## src/rtl/uart_tx_sched.sv

```systemverilog
// uart_tx_sched: round-robin scheduler feeding one UART transmitter from two
// requesters (A: one byte, B: two bytes LSB first), with ACK timeout re-issue.
module uart_tx_sched #(
  parameter int unsigned DATA_WIDTH  = 8,
  parameter int unsigned ACK_TIMEOUT = 4
) (
  input  logic                    clk,
  input  logic                    rst_n,
  input  logic                    a_valid,
  input  logic [DATA_WIDTH-1:0]   a_data,
  output logic                    a_ready,
  input  logic                    b_valid,
  input  logic [2*DATA_WIDTH-1:0] b_data,
  output logic                    b_ready,
  input  logic                    tx_busy,
  output logic                    tx_valid,
  output logic [DATA_WIDTH-1:0]   tx_data,
  output logic                    sched_busy,
  output logic                    ack_err
);

  localparam int unsigned WW = 2 * DATA_WIDTH;
  localparam int unsigned CW = 4;
  localparam int unsigned LW = 2;
  localparam logic [CW-1:0] TO_LAST = CW'(ACK_TIMEOUT - 1);

  typedef enum logic [2:0] {
    IDLE,
    GRANT,
    ISSUE,
    WAIT_ACK,
    WAIT_DONE
  } state_t;

  state_t state, state_nxt;

  // rr_ptr: 0 = A wins the next tie, 1 = B wins the next tie
  logic            rr_ptr, rr_nxt;
  logic [LW-1:0]   left, left_nxt;
  logic [CW-1:0]   to_cnt, to_nxt;
  logic [WW-1:0]   data_q, data_nxt;
  logic            a_ready_nxt, b_ready_nxt, tx_valid_nxt, ack_err_nxt, sched_busy_nxt;
  logic [DATA_WIDTH-1:0] tx_data_nxt;
  logic            grant_b;

  // State, context and registered outputs
  always_ff @(posedge clk) begin
    if (!rst_n) begin
      state      <= IDLE;
      rr_ptr     <= 1'b0;
      left       <= '0;
      to_cnt     <= '0;
      data_q     <= '0;
      a_ready    <= 1'b0;
      b_ready    <= 1'b0;
      tx_valid   <= 1'b0;
      tx_data    <= '0;
      sched_busy <= 1'b0;
      ack_err    <= 1'b0;
    end else begin
      state      <= state_nxt;
      rr_ptr     <= rr_nxt;
      left       <= left_nxt;
      to_cnt     <= to_nxt;
      data_q     <= data_nxt;
      a_ready    <= a_ready_nxt;
      b_ready    <= b_ready_nxt;
      tx_valid   <= tx_valid_nxt;
      tx_data    <= tx_data_nxt;
      sched_busy <= sched_busy_nxt;
      ack_err    <= ack_err_nxt;
    end
  end

  // Next-state, arbitration and next-output logic
  always_comb begin
    state_nxt    = state;
    rr_nxt       = rr_ptr;
    left_nxt     = left;
    to_nxt       = to_cnt;
    data_nxt     = data_q;
    a_ready_nxt  = 1'b0;
    b_ready_nxt  = 1'b0;
    tx_valid_nxt = 1'b0;
    ack_err_nxt  = 1'b0;
    tx_data_nxt  = tx_data;
    grant_b      = b_valid && (!a_valid || rr_ptr);

    unique case (state)
      IDLE: begin
        if (a_valid || b_valid) begin
          if (grant_b) begin
            data_nxt    = b_data;
            left_nxt    = LW'(2);
            b_ready_nxt = 1'b1;
            rr_nxt      = 1'b0;
          end else begin
            data_nxt    = WW'(a_data);
            left_nxt    = LW'(1);
            a_ready_nxt = 1'b1;
            rr_nxt      = 1'b1;
          end
          state_nxt = GRANT;
        end
      end
      GRANT: begin
        // transmitter may still be shifting out an unrelated byte
        if (!tx_busy) state_nxt = ISSUE;
      end
      ISSUE: begin
        tx_data_nxt  = data_q[DATA_WIDTH-1:0];
        tx_valid_nxt = 1'b1;
        to_nxt       = '0;
        state_nxt    = WAIT_ACK;
      end
      WAIT_ACK: begin
        if (tx_busy) begin
          state_nxt = WAIT_DONE;
        end else if (to_cnt == TO_LAST) begin
          ack_err_nxt = 1'b1;
          state_nxt   = ISSUE;
        end else begin
          to_nxt = to_cnt + CW'(1);
        end
      end
      WAIT_DONE: begin
        if (!tx_busy) begin
          left_nxt = left - LW'(1);
          if (left_nxt != '0) begin
            data_nxt  = data_q >> DATA_WIDTH;
            state_nxt = GRANT;
          end else begin
            state_nxt = IDLE;
          end
        end
      end
      default: state_nxt = IDLE;
    endcase

    sched_busy_nxt = (state_nxt != IDLE);
  end

endmodule
```

## config.mk

```make
export PLATFORM = sky130hd
export DESIGN_NAME = uart_tx_sched
export DESIGN_NICKNAME = d
export VERILOG_FILES = /design/src/rtl/uart_tx_sched.sv
export SDC_FILE = /design/constraint.sdc
export NUM_CORES = 1
export LEC_CHECK = 0
export BUFFER_PORTS_ARGS = -buffer_cell sky130_fd_sc_hd__buf_2
export CAP_MARGIN = 20
export CORE_MARGIN = 2
export CORE_UTILIZATION = 25
export DETAILED_ROUTE_END_ITERATION = 16
export SYNTH_ARGS = -nofsm -noshare
export SYNTH_HDL_FRONTEND = slang
export SYNTH_SLANG_ARGS = --single-unit
```

## constraint.sdc

```tcl
create_clock -name clk -period 2.84 [get_ports clk]
set_input_delay 0 -clock clk [delete_from_list [all_inputs] [get_ports clk]]
set_output_delay 0 -clock clk [all_outputs]
set_load 0.005 [all_outputs]
```

==> results.txt <==
Clock-pin slew on the worst setup and hold paths -> 80 ps
Vias in the first global route -> 1397
Critical path type -> reg2reg
Pin count of the biggest net entering global routing -> 24
Fin worst setup slack -> 994.5 ps
First-pass GRT wire length -> 7024 um
Clk_lat worst skew -> 300 ps
Clock Tree Buf Depth -> 2
Yosys cell types -> 33
Part of the power in combinational logic -> 0.174
Net Sw Power -> 0.0003754 W
H-tree depth -> 2
Final Hold Viols -> 0
Layout cells sized above 1 -> 0.2040
FP Rows -> 29
Initial antenna violation count -> 0
Total number of vias -> 1559
Initial cell density of the core -> 0.2618
Post-synthesis sequential area ratio -> 0.4643
Setup Slack @ Placement -> 983.4 ps
Critical Path RT -> 3080 ps
Largest family of logic cells by synthesized area -> compound AO/OA/AOI/OAI gates
Synth Warn # -> 0
Buffer count from post-CTS setup fixing -> 0
Fin Clk Skew -> 9.047 ps
Asr flop ratio synth -> 0
Ant diodes -> 0
Gr usage total -> 0.1238
Fill cells -> 688
Inst Count DP -> 305
Most frequent cells in the layout -> buf_2 (41), dfxtp_1 (39), nand2_1 (30), a21oi_1 (22), nand3_1 (20)
Mapped Cells -> 201
Die Ht -> 86.02 um
Num CTS Buffers -> 5
Post-DRT Antenna Nets -> 0
Mux cell area share after synthesis -> 0.005952
Commonest non-fill, non-tap cell in the layout -> buf_2
Total Routed Length -> 4322 um
Data arrival, critical path -> 2080 ps
MaxCap Viol Count -> 0
Cell Count, Final, Fillers Out -> 327
Post-Synth XOR/XNOR Area -> 0
Synth Area in Adders -> 0.01488
Main synth FF type -> dfxtp_1
Via density -> 4.768
Post-route DRC -> 0
Number of DRC markers in iteration 0 -> 100
WL/cell -> 13.22 um
DRT Pass-1 Iters -> 4
Post-route minimum period -> 1845 ps
Die width -> 86.02 um
Leakage -> 0.8522 nW
Post-synthesis net count -> 232
Sink Count -> 39
Core area -> 6422 um2
Placer Congestion -> 0.7649
Yosys reg bits -> 39
CTS tree -> built
Grt ovf -> 0
Hold WC Path Type -> in2reg
Pins over their slew limit -> 0
Status -> completed
# setup viols final -> 0
Slew HR -> 0.4962
Number of I/O pins -> 42
Worst setup SP type -> flop
Post-Syn Area per Cell -> 8.366 um2
Sequential share of power -> 0.441
Die area -> 7399 um2
Net count, final -> 280
Worst R2R Path Depth -> 4
Setup TNS -> 0 ps
Internal Power -> 0.001043 W
Worst Path Max Fanout -> 11
Compound-Gate Fraction of Synth Area -> 0.2507
RSZ-0062 raised after global routing -> false
Area of the multi-input gates -> 813.3 um2
Max Clock Freq -> 541.9 MHz
Mapped Area -> 1682 um2
Clk pwr share -> 0.385
HPWL after DPL -> 3150 um
Simple logic cell fraction of the synthesized area -> 0.2121
Area Growth Syn to Fin -> 30.06%
Placed cell areas -> 1914 um2
PD cells -> 648.6 nW/um2
Hold Crit Depth -> 3
Worst VDD drop -> 0.2293 mV
# port buffers -> 41
Post-synth EDFFs -> 0
Switching Fraction -> 0.2647
Reg area -> 780.7 um2
Period utilisation layout -> 0.6498
Post-route cell area -> 2187 um2
Tightest Pin Transition -> 754.9 ps
Worst Setup End Kind -> flop
Clk Tree Root Cell -> clkbuf_8
==> critical path: stages (launching register included) <==
cell,delay (ps)
dfxtp_1,460
or3b_1,560
o41a_1,260
or3_1,370
a21oi_1,130
==> what timing repair did <==
action / 4_1_cts / 5_1_grt
gates resized for setup: 0 / 0
hold endpoints to repair: 14 / 0
hold buffers: 14 / 0
==> kinds of logic after synthesis <==
kind of cell | Yosys count
buffers and inverters | 18
flip-flops | 39
AO/OA/AOI/OAI | 69
multiplexers | 1
AND/OR/NAND/NOR | 72
adder cells (fa/ha/maj) | 2
==> power by group through the flow <==
stage	Combinational (W)	Sequential, W	Clock, W
3_5_place_dp	0.000234	0.000639	0
6_report	0.000247	0.000626	0.000546
3_3_place_gp	0.000232	0.000637	0
2_1_floorplan	0.000183	0.000625	0
5_1_grt	0.000276	0.000635	0.000581
4_1_cts	0.000250	0.000626	0.000558
==> flip-flops by register name, summed over array words and instances, names as in the netlist, 2 cells and up <==
register / cells
state: 3
to_cnt: 4
tx_data: 8
data_q: 16
left: 2
==> per-layer routing <==
| layer | vias up | share of wire | GRT usage |
|---|---|---|---|
| met5 | - | 0 | 0 |
| met4 | 0 | 0.012 | 0.04762 |
| met3 | 6 | 0.053 | 0.03080 |
| met2 | 42 | 0.40 | 0.1720 |
| met1 | 689 | 0.53 | 0.1822 |
| li1 | 822 | - | - |
==> worst paths after layout <==
path                                  from          to  slack [ps]
worst max-delay path              state[1]   to_cnt[3]         990
worst min-delay path             a_data[4]   data_q[4]           4
worst max register to register    state[1]   to_cnt[3]         990
worst min register to register  tx_data[3]  tx_data[3]         460
==> Yosys cell counts, types with 2 or more instances <==
library cell	instances	share of area
dfxtp_1	39	0.46
nand2_1	30	0.067
a21oi_1	22	0.065
nand3_1	20	0.060
o21ai_1	11	0.033
a31oi_1	10	0.037
o211ai_1	9	0.040
a21boi_1	6	0.027
clkbuf_1	6	0.013
nor2_1	6	0.013
buf_2	4	0.012
buf_4	4	0.018
or3_1	4	0.015
and3_1	3	0.011
inv_1	3	0.0067
o21ai_0	3	0.0089
a211oi_1	2	0.0089
a21boi_0	2	0.0089
ha_1	2	0.015
nor3b_2	2	0.015
==> final cells by class <==
type                            count  share of cell area
Sequential cell                    39              0.3570
Inverter                            3            0.005149
Clock inverter                      2             0.02746
Tap cell                           77             0.04405
Multi-Input combinational cell    144              0.3719
Clock buffer                        6             0.03318
Timing Repair Buffer               56              0.1613
==> stage by stage <==
stage / hold slack [ps] / total power, W / util
floorplan: 116.8 / 0.0008073 / -
global placement: 269.8 / 0.0008697 / 0.2981
detailed placement: 270.3 / 0.0008726 / 0.2981
CTS: 0.1458 / 0.001434 / 0.3405
global route: 11.06 / 0.001491 / 0.3405
finish: 3.575 / 0.001419 / 0.3405
No activity file was read; power rests on OpenSTA's default activity.
